==> src/rtl/seg7_display_ctrl_pkg.sv <==
// seg7_pkg: shared constants, converter states and helpers for the 7-segment controller
package seg7_pkg;

    localparam logic [6:0] SEG_BLANK = 7'h7F;
    localparam logic [6:0] SEG_DASH  = 7'h3F;

    typedef enum logic [1:0] {
        IDLE,
        CONVERT,
        COMMIT
    } conv_state_t;

    // Active-low {g,f,e,d,c,b,a} glyphs; non-decimal codes show nothing
    function automatic logic [6:0] glyph(input logic [3:0] d);
        case (d)
            4'd0:    return 7'h40;
            4'd1:    return 7'h79;
            4'd2:    return 7'h24;
            4'd3:    return 7'h30;
            4'd4:    return 7'h19;
            4'd5:    return 7'h12;
            4'd6:    return 7'h02;
            4'd7:    return 7'h78;
            4'd8:    return 7'h00;
            4'd9:    return 7'h10;
            default: return SEG_BLANK;
        endcase
    endfunction

    // Every 3 binary bits need at most one more BCD nibble
    function automatic int nbcd(input int width);
        return (width + 2) / 3;
    endfunction

endpackage

==> src/rtl/seg7_display_ctrl_if.sv <==
// seg7_display_ctrl_if: valid/ready value handshake into the display controller
interface seg7_display_ctrl_if #(
    parameter int BIN_WIDTH = 16
);

    logic [BIN_WIDTH-1:0] value_in;
    logic                 value_valid;
    logic                 value_ready;

    modport master (output value_in, value_valid, input value_ready);
    modport slave  (input value_in, value_valid, output value_ready);

endinterface

==> src/rtl/seg7_display_ctrl_bin2bcd.sv <==
// bin2bcd_seq: sequential double-dabble, one input bit per cycle, MSB first
module bin2bcd_seq
    import seg7_pkg::*;
#(
    parameter  int BIN_WIDTH = 16,
    localparam int NBCD      = nbcd(BIN_WIDTH)
) (
    input  logic                 clk,
    input  logic                 reset,
    input  logic                 start,
    input  logic [BIN_WIDTH-1:0] din,
    output logic                 busy,
    output logic                 done,
    output logic [4*NBCD-1:0]    bcd
);

    localparam int CW = $clog2(BIN_WIDTH);

    conv_state_t          state, state_next;
    logic [BIN_WIDTH-1:0] shreg;
    logic [CW-1:0]        cnt;
    logic [4*NBCD-1:0]    bcd_adj;

    // converter state register
    always_ff @(posedge clk or posedge reset) begin
        if (reset) state <= IDLE;
        else       state <= state_next;
    end

    // next state; done marks the single cycle in which bcd holds the finished result
    always_comb begin
        state_next = state;
        busy       = 1'b1;
        done       = 1'b0;
        case (state)
            IDLE: begin
                busy = 1'b0;
                if (start) state_next = CONVERT;
            end
            CONVERT: if (cnt == CW'(BIN_WIDTH - 1)) state_next = COMMIT;
            COMMIT: begin
                done       = 1'b1;
                state_next = IDLE;
            end
            default: state_next = IDLE;
        endcase
    end

    // add 3 to every nibble of 5 or more ahead of the shift
    always_comb begin
        bcd_adj = bcd;
        for (int i = 0; i < NBCD; i++)
            if (bcd[4*i+:4] >= 4'd5) bcd_adj[4*i+:4] = bcd[4*i+:4] + 4'd3;
    end

    // capture on accept, then shift corrected BCD and binary together
    always_ff @(posedge clk or posedge reset) begin
        if (reset) begin
            shreg <= '0;
            cnt   <= '0;
            bcd   <= '0;
        end else if (state == IDLE && start) begin
            shreg <= din;
            cnt   <= '0;
            bcd   <= '0;
        end else if (state == CONVERT) begin
            bcd   <= {bcd_adj[4*NBCD-2:0], shreg[BIN_WIDTH-1]};
            shreg <= shreg << 1;
            cnt   <= cnt + 1'b1;
        end
    end

endmodule

==> src/rtl/seg7_display_ctrl.sv <==
// seg7_display_ctrl: handshaked BCD conversion, atomic display buffer and PWM digit scan
module seg7_display_ctrl
    import seg7_pkg::*;
#(
    parameter int NUM_DIGITS   = 8,
    parameter int BIN_WIDTH    = 16,
    parameter int REFRESH_DIV  = 100000,
    parameter int BRIGHT_WIDTH = 4
) (
    input  logic                    clk,
    input  logic                    reset,
    seg7_display_ctrl_if.slave      bus,
    input  logic                    blank_lz,
    input  logic [NUM_DIGITS-1:0]   dp_mask,
    input  logic [BRIGHT_WIDTH-1:0] brightness,
    output logic [6:0]              seg,
    output logic                    dp,
    output logic [NUM_DIGITS-1:0]   an,
    output logic                    overflow
);

    localparam int NBCD = nbcd(BIN_WIDTH);
    localparam int PW   = $clog2(REFRESH_DIV);
    localparam int IW   = NUM_DIGITS > 1 ? $clog2(NUM_DIGITS) : 1;

    logic                                busy, done;
    logic [4*NBCD-1:0]                   bcd;
    logic [4*(NBCD+NUM_DIGITS)-1:0]      bcd_ext;
    logic [4*NUM_DIGITS-1:0]             buffer;
    logic [NUM_DIGITS-1:0]               lz_mask, lz_next;
    logic                                all_zero;
    logic [PW-1:0]                       presc;
    logic [IW-1:0]                       idx;
    logic [3:0]                          nib;
    logic                                blanked, lit;
    logic [6:0]                          seg_next;
    logic [NUM_DIGITS-1:0]               an_next;

    bin2bcd_seq #(.BIN_WIDTH(BIN_WIDTH)) u_conv (
        .clk   (clk),
        .reset (reset),
        .start (bus.value_valid),
        .din   (bus.value_in),
        .busy  (busy),
        .done  (done),
        .bcd   (bcd)
    );

    assign bus.value_ready = !busy;
    // zero-extend so short conversions fill all digits and the overflow slice always exists
    assign bcd_ext = {{4*NUM_DIGITS{1'b0}}, bcd};

    // digit i is a leading zero when it and every digit above it are zero; digit 0 never is
    always_comb begin
        lz_next  = '0;
        all_zero = 1'b1;
        for (int i = NUM_DIGITS - 1; i > 0; i--) begin
            all_zero   = all_zero && bcd_ext[4*i+:4] == 4'd0;
            lz_next[i] = all_zero;
        end
    end

    // commit the finished conversion atomically; the reset buffer is a zero with leading zeros marked
    always_ff @(posedge clk or posedge reset) begin
        if (reset) begin
            buffer   <= '0;
            lz_mask  <= ~NUM_DIGITS'(1);
            overflow <= 1'b0;
        end else if (done) begin
            buffer   <= bcd_ext[4*NUM_DIGITS-1:0];
            lz_mask  <= lz_next;
            overflow <= |bcd_ext[4*(NBCD+NUM_DIGITS)-1:4*NUM_DIGITS];
        end
    end

    // slot prescaler and digit index
    always_ff @(posedge clk or posedge reset) begin
        if (reset) begin
            presc <= '0;
            idx   <= '0;
        end else if (presc == PW'(REFRESH_DIV - 1)) begin
            presc <= '0;
            idx   <= idx == IW'(NUM_DIGITS - 1) ? '0 : idx + 1'b1;
        end else begin
            presc <= presc + 1'b1;
        end
    end

    assign nib      = buffer[4*idx+:4];
    assign blanked  = !overflow && blank_lz && lz_mask[idx];
    assign lit      = presc != '0 && presc[BRIGHT_WIDTH-1:0] <= brightness && (!blanked || dp_mask[idx]);
    assign seg_next = overflow ? SEG_DASH : blanked ? SEG_BLANK : glyph(nib);
    assign an_next  = lit ? ~(NUM_DIGITS'(1) << idx) : '1;

    // registered pin drivers
    always_ff @(posedge clk or posedge reset) begin
        if (reset) begin
            seg <= SEG_BLANK;
            dp  <= 1'b1;
            an  <= '1;
        end else begin
            seg <= seg_next;
            dp  <= !dp_mask[idx];
            an  <= an_next;
        end
    end

endmodule

==> src/flat_wrapper.sv <==
// flat-port wrapper written by rule: the top's interface ports become plain ports
module seg7_display_ctrl_flat import seg7_pkg::*;
#(
    parameter int NUM_DIGITS   = 8,
    parameter int BIN_WIDTH    = 16,
    parameter int REFRESH_DIV  = 100000,
    parameter int BRIGHT_WIDTH = 4
)
  (clk, reset, blank_lz, dp_mask, brightness, seg, dp, an, overflow, bus_value_in, bus_value_valid, bus_value_ready);
  seg7_display_ctrl_if #(.BIN_WIDTH(BIN_WIDTH)) bus_i ();
  input  logic clk;
  input  logic reset;
  input  logic blank_lz;
  input  logic [NUM_DIGITS-1:0] dp_mask;
  input  logic [BRIGHT_WIDTH-1:0] brightness;
  output logic [6:0] seg;
  output logic dp;
  output logic [NUM_DIGITS-1:0] an;
  output logic overflow;
  input wire logic [$bits(bus_i.value_in)-1:0] bus_value_in;
  input wire logic [$bits(bus_i.value_valid)-1:0] bus_value_valid;
  output wire logic [$bits(bus_i.value_ready)-1:0] bus_value_ready;
  assign bus_i.value_in = bus_value_in;
  assign bus_i.value_valid = bus_value_valid;
  assign bus_value_ready = bus_i.value_ready;
  seg7_display_ctrl #(.NUM_DIGITS(NUM_DIGITS), .BIN_WIDTH(BIN_WIDTH), .REFRESH_DIV(REFRESH_DIV), .BRIGHT_WIDTH(BRIGHT_WIDTH)) u_core (.clk(clk), .reset(reset), .bus(bus_i), .blank_lz(blank_lz), .dp_mask(dp_mask), .brightness(brightness), .seg(seg), .dp(dp), .an(an), .overflow(overflow));
endmodule
==> config.mk <==
export PLATFORM = sky130hd
export DESIGN_NAME = seg7_display_ctrl_flat
export DESIGN_NICKNAME = d
export VERILOG_FILES = /design/src/rtl/seg7_display_ctrl_pkg.sv /design/src/rtl/seg7_display_ctrl_if.sv /design/src/rtl/seg7_display_ctrl_bin2bcd.sv /design/src/rtl/seg7_display_ctrl.sv /design/src/flat_wrapper.sv
export SDC_FILE = /design/constraint.sdc
export NUM_CORES = 1
export LEC_CHECK = 0
export BUFFER_PORTS_ARGS = -buffer_cell sky130_fd_sc_hd__buf_2
export CAP_MARGIN = 20
export CORE_MARGIN = 1.5
export CORE_UTILIZATION = 56
export CTS_BUF_LIST = sky130_fd_sc_hd__clkbuf_2
export DETAILED_ROUTE_END_ITERATION = 12
export PLACE_DENSITY = 0.79
export SLEW_MARGIN = 20
export SYNTH_ARGS = -nofsm -noshare
export SYNTH_HDL_FRONTEND = slang
export SYNTH_HIERARCHICAL = 1
export SYNTH_SLANG_ARGS = --single-unit
==> constraint.sdc <==
create_clock -name clk -period 1.8 [get_ports clk]
set_input_delay 0.18 -clock clk [delete_from_list [all_inputs] [get_ports clk]]
set_output_delay 0.18 -clock clk [all_outputs]
set_load 0.02 [all_outputs]
==> impl_results.md, run 1 <==
- Routability Congestion: 0.847
- Synth top area cells: dfrtp_1, dfstp_2, ha_1
- Worst vdd ir: 1460 uV
- Failing checks: setup timing
- Post-route design area: 6870 um^2
- Row count: 36
- Worst-path maximum fanout: 8
- Die height: 104 um
- Worst EP required: 2290 ps
- Drt first pass iters: 5
- Yosys top cell by area: dfrtp_1
- Final period util: 1.04
- Antenna diode count: 0
- Antenna Nets Post-Route: 0
- Synth warn: 6
- Clock skew: 39.0 ps
- Drt wl/cell: 16.3 um
- I/O pin total: 50
- Lkg Pwr: 3.14 nW
- Crit path kind: register to register
- Highest clock rate: 534 MHz
- Endpoints failing setup: 12
- Via density per instance: 5.80
- Final hold slack: 98.1 ps
- DP Cell Count: 724
- Post-synth ARST share: 1.00
- Tot Pwr: 8.37 mW
- Clk sinks: 111
- Synthesized area: 5740 um^2
- Largest net degree at the start of global routing: 66
- RSZ-0062 raised after global routing: true
- Min-delay worst type: input pin to register
- Syn_nets: 591
- Reg2Reg Setup Slack: -70 ps
- Worst relative slew slack: 0.544
- Core area: 9860 um^2
- Setup crit end kind: register
- Post-Layout Cell Count: 768
- Synth top area share: 0.392
- First-pass GRT wire length: 20800 um
- Seq/Total Area, Yosys: 0.488
- Worst endpoint data arrival time: 2360 ps
- Slew Limit Fails: 0
- Area growth syn-to-layout: 19.6%
- Slack of the critical path: -72.0 ps
- Fraction of layout cells with a size suffix above 1: 0.328
- GRT Total Usage: 0.233
- Initial core utilization: 0.582
- Flops & latches, synth: 111
- Die area: 10900 um^2
- CTS tree: yes
- Clock Path Buffers: 2
- Hold path start: dp_mask[2]
- Vias in the first global route: 4446
- Setup TNS: -620 ps
- FILL cells: 715
- Area of the multi-input gates: 2790 um^2
- Maximum capacitance violations: 0
- Final Critical Period: 1870 ps
- Worst setup path start: u_core/idx[1]
- Clock-pin slew on the worst setup and hold paths: 250 ps
- Initial drt markers: 209
- Least-Margin Pin Slew: 680 ps
- Final global-route overflow total: 0
- DP Wirelength: 8400 um
- Clock Root Buffer: clkbuf_2
- Initial antenna violation count: 0
- Post-Syn Area per Cell: 10.9 um^2
- Commonest non-fill, non-tap cell in the layout: dfrtp_1
- Residual DRC: 0
- Die X: 104 um
- Final Hold Fails: 0
- Status: complete, but fails checks
- CTS buffer count: 9
- Register Area: 2810 um^2
- P per Cell Area: 1220 nW/um^2
- EDFF count, synth: 0
- Nets: 692
- Routed Wire Length: 12500 um
- Placed Area: 6380 um^2
- H-tree levels: 3
- Final core utilization: 0.696
- Startpoint Class: register
- Most used DFF post-synth: dfrtp_1
- Commonest cells after routing, fill and taps aside: dfrtp_1, nand2_1, buf_2, inv_1, buf_4
- Port buffer count: 48
- R2R Path Start: u_core/idx[1]
- Syn Inst Count: 529
- DR vias: 4451
- Unique masters post-synth: 61
- Worst skew pair latency: 580 ps
- Pre-CTS WS: -156 ps
==> final cells by class <==
cell class | instances | area share
multi-input combinational | 349 | 0.406
clock inverter | 7 | 0.00693
timing repair buffer | 113 | 0.122
tap | 133 | 0.0242
clock buffer | 9 | 0.00656
sequential | 111 | 0.410
inverter | 46 | 0.0252
==> what timing repair did <==
action                                  4_1_cts  5_1_grt
resized for setup                            18       20
endpoints found under the setup margin       16       19
hold buffers                                 18        0
setup buffers                                 7        3
pin swaps                                     8        8
hold endpoints to repair                    128        0
==> critical path: stages (launching register included) <==
cell,delay (ps)
dfrtp_2,500
buf_6,140
mux2_4,310
a221oi_4,350
nor2_4,110
a22oi_4,270
nand4_1,140
==> metal layers <==
layer  track usage  wire [um]  vias to the layer above
li1              -          -                     2089
met1         0.305       5570                     2216
met2         0.398       6290                      119
met3        0.0332        417                       27
met4        0.0833        249                        0
met5             0          0                        -
==> synth_stat cells, types with 3 or more instances <==
cell type / count
a21oi_1: 6
a22oi_1: 16
a31oi_1: 4
a32o_1: 6
buf_1: 3
buf_2: 13
buf_4: 5
dfrtp_1: 90
dfstp_2: 21
ha_1: 30
inv_1: 45
mux2_2: 29
mux2i_1: 13
nand2_1: 56
nand2b_1: 7
nand3_1: 14
nand4_1: 9
nor2_1: 21
nor2b_1: 10
nor3_1: 9
nor4_1: 6
o2111ai_1: 12
o21a_1: 6
o21ai_0: 18
o221ai_1: 6
o311ai_0: 4
o31ai_1: 7
o32ai_1: 5
or3_1: 3
xnor2_1: 9
xor2_1: 10
==> flip-flops by register name, indices dropped and copies added, names as in the netlist <==
signal               count
u_core/lz_mask           5
u_core/u_conv/shreg     16
u_core/seg               7
u_core/presc            17
u_core/u_conv/bcd       24
u_core/idx               3
u_core/dp                1
u_core/an                8
u_core/u_conv/state      2
u_core/u_conv/cnt        4
u_core/buffer           24
==> report_power, final <==
part	switching [mW]	total, mW	internal, mW
sequential	0.572	3.76	3.18
combinational	1.95	3.61	1.66
clock	0.817	1.00	0.184
total	3.34	8.37	5.02
==> cell families (layout without fill, tap and decap cells) <==
| kind of cell | Yosys count | in the layout | synth area share |
|---|---|---|---|
| buffers and inverters | 69 | 175 | 0.0525 |
| xor gates and xnor gates | 19 | 19 | 0.0290 |
| DFF | 111 | 111 | 0.488 |
| muxes | 45 | 45 | 0.0894 |
| other | 1 | 1 | 0.000653 |
| and+or+nand+nor | 152 | 152 | 0.138 |
| adders and majority gates | 30 | 30 | 0.0654 |
| AOI/OAI and AO/OA | 102 | 102 | 0.137 |
==> final timing paths <==
check	to	cells past startpoint
setup / recovery	u_core/an[6]	6
hold / removal	u_core/dp	4
setup reg to reg	u_core/an[6]	6
hold reg to reg	u_core/lz_mask[4]	2
max in group asynchronous	u_core/u_conv/shreg[12]	4
min in group asynchronous	u_core/u_conv/bcd[2]	3
(Power assumes the default switching activity.)
==> inputs of run 2 (changes only) <==
Settings changed: SLEW_MARGIN 20 to default, SYNTH_HIERARCHICAL 1 to default.
==> run 2 against run 1 <==
- the run still ends with setup timing left
- worst setup slack got worse by 71 ps
- first-iteration DRC count increased by 2.4%
- sequential cell count unchanged
- via count decreased by 4.8%
- sequential power decreased by 1%
- critical path type unchanged
- critical endpoint is now u_core.an[4]
- largest power group unchanged
- highest routed layer unchanged
==> impl_results.md, run 2 <==
- Clock Path Buffers: 2
- Status: complete, but fails checks
- P per Cell Area: 1220 nW/um^2
- Failing checks: setup timing
- Regs by FF count: u_core.buffer x24, u_core.u_conv.bcd x24, u_core.presc x17
- Pre-CTS WS: -45.7 ps
- Setup TNS: -1180 ps
- Routed Wire Length: 11300 um
- Mux cell area share after synthesis: 0.0704
- Residual DRC: 0
- Row count: 36
- Least-Margin Pin Slew: 640 ps
- Clock skew: 32.4 ps
- Routability Congestion: 0.889
- Final period util: 1.08
- Syn_nets: 607
- Commonest cells after routing, fill and taps aside: dfrtp_1, nand2_1, buf_2, o21ai_0, buf_4
- Crit path kind: register to register
- Clock-pin slew on the worst setup and hold paths: 300 ps
- Commonest non-fill, non-tap cell in the layout: dfrtp_1
- Startpoint Class: register
- Synth warn: 0
- Slack of the critical path: -143 ps
- Initial drt markers: 214
- Flops & latches, synth: 111
- Worst vdd ir: 805 uV
- First-pass GRT wire length: 19200 um
- Final core utilization: 0.690
- Final Hold Fails: 0
- Lkg Pwr: 3.07 nW
- Unique masters post-synth: 50
- Die height: 103 um
- Vias in the first global route: 4144
- Initial antenna violation count: 0
- Post-synth ARST share: 1.00
- Most used DFF post-synth: dfrtp_1
- RSZ-0062 raised after global routing: true
- Synth cell count leaders: dfrtp_1, nand2_1, o21ai_0
- Endpoints failing setup: 13
- Main combinational cell family by area after synthesis: simple AND/OR/NAND/NOR gates
- Adder-Cell Fraction of Synth Area: 0.0762
- Worst skew pair latency: 620 ps
- Highest clock rate: 515 MHz
- Die area: 10600 um^2
- I/O pin total: 50
- Cell Chain, Critical Path: buf_12, mux2_4, a221oi_4, nor2_2, a211oi_4, nand3_1
- Worst-path maximum fanout: 12
- Slew Limit Fails: 0
- Synth top area cells: dfrtp_1, dfstp_2, ha_1
- Antenna diode count: 0
- CTS tree: yes
- Initial core utilization: 0.574
- Critical path's slowest cell: dfrtp_1
- H-tree levels: 3
- Area fraction in compound gates after synthesis: 0.124
- Clk sinks: 111
- Worst EP required: 2340 ps
- Nets: 710
- Setup crit end kind: register
- Synth top area share: 0.403
- Yosys top cell by area: dfrtp_1
- Post-Synth Simple-Gate Area: 0.158
- Min-delay worst type: input pin to async pin
- Worst endpoint data arrival time: 2480 ps
- Via density per instance: 5.42
- Post-Syn Area per Cell: 10.3 um^2
- Crit path largest cell delay: 480 ps
- Maximum capacitance violations: 0
- DP Wirelength: 7620 um
- Tot Pwr: 8.18 mW
- EDFF count, synth: 0
- Die X: 103 um
- GRT Total Usage: 0.234
- Drt wl/cell: 14.5 um
- Final hold slack: 223 ps
- Drt first pass iters: 5
- Syn Inst Count: 541
- Antenna Nets Post-Route: 0
- Most frequent cell after synthesis: dfrtp_1
- Largest net degree at the start of global routing: 112
- Reg2Reg Setup Slack: -140 ps
- Fraction of layout cells with a size suffix above 1: 0.263
- Core area: 9730 um^2
- Final Critical Period: 1940 ps
- DR vias: 4238
- Area growth syn-to-layout: 20.3%
- Seq/Total Area, Yosys: 0.502
- Clock Root Buffer: clkbuf_2
- CTS buffer count: 9
- Port buffer count: 48
- Worst relative slew slack: 0.573
- Synthesized area: 5580 um^2
- Final global-route overflow total: 0
- XOR/XNOR Fraction of Synth Area: 0.0330
run 2: cell type report:
| type | count | area (um^2) |
|---|---|---|
| clock buffer | 9 | 45.0 |
| inverter | 23 | 90.1 |
| clock inverter | 7 | 105 |
| timing repair buffer | 116 | 856 |
| multi-input combinational | 383 | 2650 |
| tap | 133 | 166 |
| sequential | 111 | 2800 |
| fill | 745 | 3010 |
run 2: path summary, 6_finish.rpt:
kind	endpoint	cells past startpoint	start
worst max-delay path	u_core.an[4]	6	u_core.idx[0]
worst min-delay path	u_core.u_conv.bcd[7]	4	reset
worst max register to register	u_core.an[4]	6	u_core.idx[0]
worst min register to register	u_core.lz_mask[5]	2	u_core.lz_mask[5]
max in group asynchronous	u_core.an[1]	4	reset
min in group clk	u_core.u_conv.shreg[0]	4	bus_value_in[0]
run 2: kinds of logic (layout without fill, tap and decap cells):
| group | count (synthesis) | in the layout |
|---|---|---|
| xor gates and xnor gates | 21 | 21 |
| other | 1 | 1 |
| adders and majority gates | 34 | 34 |
| muxes | 34 | 34 |
| buffers and inverters | 47 | 155 |
| DFF | 111 | 111 |
| AOI/OAI and AO/OA | 110 | 110 |
| and+or+nand+nor | 183 | 183 |
run 2: routing by layer:
| layer | vias up | wire (um) | GRT usage |
|---|---|---|---|
| met5 | - | 0 | 0 |
| met4 | 0 | 229 | 0.0852 |
| met3 | 20 | 355 | 0.0461 |
| met2 | 86 | 5770 | 0.402 |
| met1 | 2044 | 4980 | 0.296 |
| li1 | 2088 | - | - |
run 2: critical path, delay by kind of cell, from the launching register on:
family                 cells  cell delay, ps
AOI/OAI and AO/OA          2             660
buffers and inverters      1             160
DFF                        1             480
muxes                      1             310
and+or+nand+nor            2             270
run 2: timing repair:
action	in CTS	in global routing
buffers inserted	5	5
hold buffers	27	0
endpoints found under the hold margin	110	0
pin swaps	0	3
gates resized for setup	4	8
endpoints found under the setup margin	17	40
run 2: stage by stage:
| step | cell area, um^2 | instances |
|---|---|---|
| 2_1_floorplan | 5620 | 541 |
| 3_3_place_gp | 6180 | 729 |
| 3_5_place_dp | 6180 | 729 |
| 4_1_cts | 6660 | 777 |
| 5_1_grt | 6720 | 782 |
| 6_report | 6720 | 782 |
run 2: power breakdown:
group          internal [mW]  total, mW  switching (mW)
Combinational           1.41       3.13            1.72
Clock                  0.484       1.34           0.852
Sequential              3.20       3.72           0.520
Total                   5.09       8.18            3.09
